File: src/rtl/rtc_timer.sv
// rtc_timer: free-running 64-bit mtime counter with clock prescaler and a valid/ready register port.
// Defining RTC_TIMER_CMP_EN adds the mtimecmp registers, the comparator and timer_irq.
module rtc_timer #(
   parameter int unsigned CLK_DIV = 10
) (
   input  logic        clk,
   input  logic        rst_n,
   input  logic        bus_valid,
   input  logic        bus_we,
   input  logic [3:0]  bus_addr,
   input  logic [31:0] bus_wdata,
   output logic        bus_ready,
   output logic [31:0] bus_rdata,
   output logic        bus_err,
   output logic [63:0] wall_time,
   output logic        timer_irq
);

   localparam int unsigned PRESC_W = (CLK_DIV > 1) ? $clog2(CLK_DIV) : 1;
   localparam logic [PRESC_W-1:0] PRESC_MAX = PRESC_W'(CLK_DIV - 1);
   localparam logic [0:0] S_IDLE = 1'b0;
   localparam logic [0:0] S_RESP = 1'b1;

   logic [PRESC_W-1:0] presc_q, presc_d;
   logic [63:0]        mtime_q, mtime_d;
   logic [31:0]        hi_shadow_q, hi_shadow_d;
   logic [0:0]         state_q, state_d;
   logic               bus_ready_q, bus_ready_d;
   logic [31:0]        bus_rdata_q, bus_rdata_d;
   logic               bus_err_q, bus_err_d;
   logic               tick;
   logic               accept;
`ifdef RTC_TIMER_CMP_EN
   logic [63:0]        mtimecmp_q, mtimecmp_d;
   logic               timer_irq_q, timer_irq_d;
`endif

   // Prescaler, mtime update and bus access decode.
   always_comb begin
      presc_d     = presc_q;
      tick        = 1'b0;
      mtime_d     = mtime_q;
      hi_shadow_d = hi_shadow_q;
      state_d     = state_q;
      accept      = 1'b0;
      bus_ready_d = 1'b0;
      bus_rdata_d = '0;
      bus_err_d   = 1'b0;
`ifdef RTC_TIMER_CMP_EN
      mtimecmp_d  = mtimecmp_q;
      timer_irq_d = (mtime_q >= mtimecmp_q);
`endif

      if (presc_q == PRESC_MAX) begin
         presc_d = '0;
         tick    = 1'b1;
      end else begin
         presc_d = presc_q + PRESC_W'(1);
      end
      mtime_d = mtime_q + 64'(tick);

      case (state_q)
         S_IDLE: begin
            if (bus_valid) begin
               state_d = S_RESP;
               accept  = 1'b1;
            end
         end
         default: state_d = S_IDLE;
      endcase

      // A write to mtime overrides a same-edge tick and never carries between halves.
      if (accept) begin
         bus_ready_d = 1'b1;
         if (bus_addr[1:0] != 2'b00) begin
            bus_err_d = 1'b1;
         end else begin
            case (bus_addr[3:2])
               2'd0: begin
                  if (bus_we) begin
                     mtime_d = {mtime_q[63:32], bus_wdata};
                  end else begin
                     bus_rdata_d = mtime_q[31:0];
                     hi_shadow_d = mtime_q[63:32];
                  end
               end
               2'd1: begin
                  if (bus_we) begin
                     mtime_d = {bus_wdata, mtime_q[31:0]};
                  end else begin
                     bus_rdata_d = hi_shadow_q;
                  end
               end
`ifdef RTC_TIMER_CMP_EN
               2'd2: begin
                  if (bus_we) mtimecmp_d = {mtimecmp_q[63:32], bus_wdata};
                  else        bus_rdata_d = mtimecmp_q[31:0];
               end
               2'd3: begin
                  if (bus_we) mtimecmp_d = {bus_wdata, mtimecmp_q[31:0]};
                  else        bus_rdata_d = mtimecmp_q[63:32];
               end
`else
               2'd2:    bus_err_d = 1'b1;
               2'd3:    bus_err_d = 1'b1;
`endif
               default: bus_err_d = 1'b1;
            endcase
         end
      end
   end

   always_ff @(posedge clk) begin
      if (!rst_n) begin
         presc_q     <= '0;
         mtime_q     <= '0;
         hi_shadow_q <= '0;
         state_q     <= S_IDLE;
         bus_ready_q <= 1'b0;
         bus_rdata_q <= '0;
         bus_err_q   <= 1'b0;
`ifdef RTC_TIMER_CMP_EN
         mtimecmp_q  <= '1;
         timer_irq_q <= 1'b0;
`endif
      end else begin
         presc_q     <= presc_d;
         mtime_q     <= mtime_d;
         hi_shadow_q <= hi_shadow_d;
         state_q     <= state_d;
         bus_ready_q <= bus_ready_d;
         bus_rdata_q <= bus_rdata_d;
         bus_err_q   <= bus_err_d;
`ifdef RTC_TIMER_CMP_EN
         mtimecmp_q  <= mtimecmp_d;
         timer_irq_q <= timer_irq_d;
`endif
      end
   end

   assign bus_ready = bus_ready_q;
   assign bus_rdata = bus_rdata_q;
   assign bus_err   = bus_err_q;
   assign wall_time = mtime_q;
`ifdef RTC_TIMER_CMP_EN
   assign timer_irq = timer_irq_q;
`else
   assign timer_irq = 1'b0;
`endif

endmodule

File: config.mk
export PLATFORM = sky130hd
export DESIGN_NAME = rtc_timer
export DESIGN_NICKNAME = d
export VERILOG_FILES = /design/src/rtl/rtc_timer.sv
export SDC_FILE = /design/constraint.sdc
export NUM_CORES = 1
export LEC_CHECK = 0
export ABC_AREA = 0
export CAP_MARGIN = 20
export CORE_MARGIN = 4
export CORE_UTILIZATION = 52
export CTS_BUF_LIST = sky130_fd_sc_hd__clkbuf_8 sky130_fd_sc_hd__clkbuf_16
export DETAILED_ROUTE_END_ITERATION = 10
export GPL_ROUTABILITY_DRIVEN = 0
export MAX_ROUTING_LAYER = met4
export PLACE_DENSITY = 0.87
export SYNTH_ARGS = -nofsm -noshare
export SYNTH_HDL_FRONTEND = slang
export SYNTH_SLANG_ARGS = --single-unit
File: constraint.sdc
create_clock -name clk -period 3.3 [get_ports clk]
set_input_delay 0.66 -clock clk [delete_from_list [all_inputs] [get_ports clk]]
set_output_delay 0.66 -clock clk [all_outputs]
set_load 0.005 [all_outputs]
Word-level counts from Yosys, hierarchy flattened
Cells that the tools add are included.
Operators by class
  $add $sub $neg: 2
  eq/ne operators: 6
  muxes and demuxes: 14
  bitwise logic cells: 4
  reduce and logical (&&, ||, !) cells: 7
Operator list (count)
  2-to-1 mux 64 bit: 4
  one-hot mux 64 bit (2 select lines): 1
  adder 64 x 1 -> 64 bit: 1
  2-to-1 mux 32 bit: 2
  one-hot mux 32 bit (2 select lines): 1
  != test 4 bit (second input constant): 2
  2-to-1 mux 1 bit: 6
  adder 4 x 1 -> 4 bit (second input constant): 1
  == test 2 bit (second input constant): 2
  == test 4 bit (second input constant): 1
  NOT 1 bit: 4
  AND reduction 4 bit: 1
  OR reduction 2 bit: 2
  OR reduction 3 bit: 1
  == test 2 x 1 -> 1 bit (second input constant): 1
  zero test 2 bit: 1
  AND reduction 2 bit: 1
  nonzero test 2 bit: 1
Storage, ports and cells
  flip-flop bits (word level): 135
  input bits: 40
  word-level logic and storage cells: 41

Longest topological paths before layout
  depth after elaboration: 7
  depth in mapped cells: 12
  mapped depth without buffers: 11

Worst setup path before layout
Ideal clock, no wire load.
  path kind: register to register
  start: reg presc_q[0]
  end: reg mtime_q[56], in the netlist wall_time[56]
  library setup time: 70 ps
  arrival: 2467 ps
  required time: 3230 ps
  setup slack: 763 ps
  cell stages (with the launch flop): 12
  clock period less this slack: 2537 ps
  cell sequence: dfxtp_1 -> ha_1 -> and3b_1 -> ha_1 -> ha_1 -> nand3_2 -> or3_1 -> buf_6 -> nor4_4 -> nand4_1 -> xor2_1 -> a21oi_1
Between the ends
  longest elaborated chain between the ends: 7
Ends and longest elaborated chain
  from (decl): RTL line 24  | logic [PRESC_W-1:0] presc_q, presc_d;
  from (signal assigned): RTL line 127  | presc_q <= presc_d;
  == test 4 bit (*): RTL line 54  | if (presc_q == PRESC_MAX) begin
  2-to-1 mux 1 bit (*): RTL line 54
  adder 64 x 1 -> 64 bit (*): RTL line 60  | mtime_d = mtime_q + 64'(tick);
  2-to-1 mux 64 bit (on tied branches): RTL line 88, 80
  one-hot mux 64 bit (2 select lines): RTL line 78  | case (bus_addr[3:2])
  2-to-1 mux 64 bit: RTL line 75  | if (bus_addr[1:0] != 2'b00) begin
  2-to-1 mux 64 bit (*): RTL line 73  | if (accept) begin
  to (signal assigned): RTL line 128  | mtime_q <= mtime_d;
  to (decl): RTL line 25  | logic [63:0] mtime_q, mtime_d;
Every way passes the cells marked *; elsewhere a longest branch is shown, timed or not. The select of a mux whose other input is x is not followed.
A chain may end at the register's enable or synchronous reset.

Worst setup path in the final report
  start: reg presc_q[0]
  end: reg mtime_q[48], in the netlist wall_time[48]
The elaborated chain is that of the path after synthesis.

==> impl_summary.log <==
[metrics] DRT Wirelength: 21900 µm
[metrics] Clk pin slew, worst setup/hold paths: 0.06 ns
[metrics] post-synth cell types: 64
[metrics] run status: completed
[metrics] f_max: 0.337 GHz
[metrics] Net count, final: 988
[metrics] met2 usage: 46.1%
[metrics] setup fix buffers added after clock tree synthesis: 0
[metrics] count of endpoints failing setup in the final report: 0
[metrics] final slew viol count: 0
[metrics] number of antenna violations at the first check in global routing: 0
[metrics] clock buffer depth: 2
[metrics] total non-filler cell area in the finished layout: 8830 µm²
[metrics] syn_nets: 869
[metrics] post-layout util: 69.9%
[metrics] worst-case hold slack: 0.454 ns
[metrics] number of nets still failing antenna checks after routing: 0
[metrics] data arrival time of the critical path: 3.31 ns
[metrics] setup repair after global routing missed its margin: no
[metrics] Mapped Cells: 825
[metrics] most instantiated cells after synthesis: dfxtp_1 (134), nand2_1 (115), a21oi_1 (84)
[metrics] number of global-route vias before repair: 6738
[metrics] most used flip-flop cell after synthesis: dfxtp_1
[metrics] cell internal pwr: 3.00 mW
[metrics] area of the mapped netlist: 6690 µm²
[metrics] cell taking the most area after synthesis: dfxtp_1
[metrics] number of cell rows: 41
[metrics] aggregate negative setup slack: 0 ns
[metrics] number of antenna repair diodes: 0
[metrics] final worst slack: 0.336 ns
[metrics] total die area: 14700 µm²
[metrics] maximum vdd ir drop: 0.000276 V
[metrics] area added between synthesis and finish: 32.0%
[metrics] count of maximum capacitance violations: 0
[metrics] DR WL/cell: 19.4 µm
[metrics] Skew-Pair Late Insertion Delay: 0.42 ns
[metrics] clock tree sinks: 134
[metrics] combined area of the multi-input logic cells: 3720 µm²
[metrics] switching component of the power: 0.841 mW
[metrics] violation count after the first detailed-route iteration: 883
[metrics] HPWL reported at the end of detailed placement: 14900 µm
[metrics] startpoint types: register
[metrics] most repeated cell in the gate-level netlist after synthesis: dfxtp_1
[metrics] clock tree from TritonCTS: yes
[metrics] All-Layer GR Usage: 30.4%
[metrics] post-synthesis area per instance: 8.11 µm²
[metrics] pre-CTS setup slack: 0.412 ns
[metrics] portion of total power attributed to the clock network: 50.8%
[metrics] switching part of the total: 21.9%
[metrics] number of synthesized flops with an enable pin: 0
[metrics] number of warnings printed during yosys synthesis: 0
[metrics] layout cells sized above 1: 8.38%
[metrics] crit path kind: register to register
[metrics] headroom to the max-slew limit: 47.7%
[metrics] quantity of hold-fixing buffers added after cts: 0
[metrics] post-cts repair resize count: 0
[metrics] leakage power summed over all cells: 2.95 nW
[metrics] Boundary Pins: 139
[metrics] P per Cell Area: 435 nW/µm²
[metrics] required time of the worst setup path: 3.65 ns
[metrics] most crowded layer after global routing: met2
[metrics] maximum fanout encountered on the critical timing path: 9
[metrics] Clock Skews: 0.0109 ns
[metrics] vertical die dimension: 121 µm
[metrics] pin count of the biggest net entering global routing: 66
[metrics] ratio of final minimum period to clock period: 89.8%
[metrics] Final Critical Period: 2.96 ns
[metrics] fill cell count: 1018
[metrics] PortBufs: 137
[metrics] Register Area: 2680 µm²
[metrics] final global-route overflow total: 0
[metrics] post-synthesis register bit count: 134
[metrics] share of the synthesized area in the top cell type: 40.1%
[metrics] async set-or-reset flop fraction in the synthesized netlist: 0%
[metrics] combinational share of power: 5.9%
[metrics] vias post-DR: 7193
[metrics] placed standard-cell area: 8220 µm²
[metrics] deepest level of the CTS H-tree: 4
[metrics] number of vias per cell: 6.38
[metrics] post-detailed-route DRC marker count: 0
[metrics] starting density of the core: 53.0%
[metrics] met3 layer usage reported by global route: 7.41%
[metrics] Reg power frac: 43.4%
[metrics] CTS Root Buffer Type: clkbuf_16
[metrics] placeable core region: 12600 µm²
[metrics] kind of end point of the critical path: register
[metrics] first-pass detailed-route iteration total: 6
[metrics] class of the worst hold path: register to register
[metrics] sequential element share of the synthesized area: 40.1%
[metrics] cell types with the largest area share after synthesis: dfxtp_1 (40%), nand2_1 (6.5%), a21oi_1 (6.3%), mux2i_1 (5.2%), nor2_1 (3.9%)
[metrics] width of the die: 121 µm
[metrics] wire length of the first global-routing pass: 35100 µm
[metrics] total CTS buffers: 17
[metrics] routing usage on met1: 39.2%
[metrics] final hold viol count: 0
[metrics] transition time at the pin with the least slew margin: 0.785 ns
[kinds of logic after synthesis]
group,share of synthesized area [%]
fa+ha+maj,0.748
buf+inv,4.38
mux,5.41
other cells,0.0561
simple gates,26.8
compound gates,18.8
flops,40.1
xor+xnor,3.67
[final timing paths]
kind	startpoint	cells after the start	endpoint	slack (ns)
setup / recovery	presc_q[0]$_SDFF_PP0_	10	wall_time[48]$_SDFFE_PN0P_	0.34
hold / removal	hi_shadow_q[4]$_SDFFE_PN0P_	2	hi_shadow_q[4]$_SDFFE_PN0P_	0.45
setup reg to reg	presc_q[0]$_SDFF_PP0_	10	wall_time[48]$_SDFFE_PN0P_	0.34
hold reg to reg	hi_shadow_q[4]$_SDFFE_PN0P_	2	hi_shadow_q[4]$_SDFFE_PN0P_	0.45
[metrics by stage]
step / cells / power (mW)
after CTS: 1127 / 3.83
after detailed placement: 1097 / 1.91
after global routing: 1127 / 3.93
after global placement: 1097 / 1.91
final: 1127 / 3.84
after floorplan: 825 / 1.79
[area by class of cell]
class | count | share of cell area (%)
repair buffers | 158 | 17.7
inverters | 11 | 0.468
flip-flops and latches | 134 | 30.4
well taps | 172 | 2.44
multi-input cells | 622 | 42.1
clock inverters | 9 | 1.42
clock buffers | 21 | 5.44
[cells in the final DEF (no fill, tap or decap), types with 13 or more instances in the layout]
cell and instances:
nor3_1 28, mux2i_1 35, o221ai_1 13, nand2_1 115, buf_4 18, a21oi_1 84, o21ai_0 41, clkbuf_16 17
nor4_1 13, nand4_1 26, clkdlybuf4s50_1 136, nand3_1 32, nor2_1 69, dfxtp_1 134, xnor2_1 20
[critical path, cell delays in order, from the launching register on]
cell,delay (ns)
dfxtp_1,0.37
ha_1,0.18
and3b_1,0.20
ha_1,0.24
ha_1,0.25
nand3_2,0.15
or3_1,0.61
nor4_4,0.43
nand4_1,0.15
xor2_1,0.17
a21oi_1,0.15
[registers in the layout, indices dropped and copies added, names as in the netlist]
register and flops:
hi_shadow_q 32, bus_rdata 32, presc_q 4, bus_err 1
state_q 1, wall_time 64
[power by group through the flow]
stage,sequential [mW],combinational (mW),clock (mW)
floorplan,1.69,0.103,0
global placement,1.70,0.216,0
detailed placement,1.70,0.218,0
CTS,1.66,0.220,1.95
global route,1.67,0.239,2.03
finish,1.66,0.225,1.95
[metal layers]
metal / wire, µm / vias up
li1: - / 3253
met1: 8710 / 3295
met2: 9910 / 567
met3: 2540 / 78
met4: 714 / 0
met5: 0 / -
No activity file was read; power rests on OpenSTA's default activity.
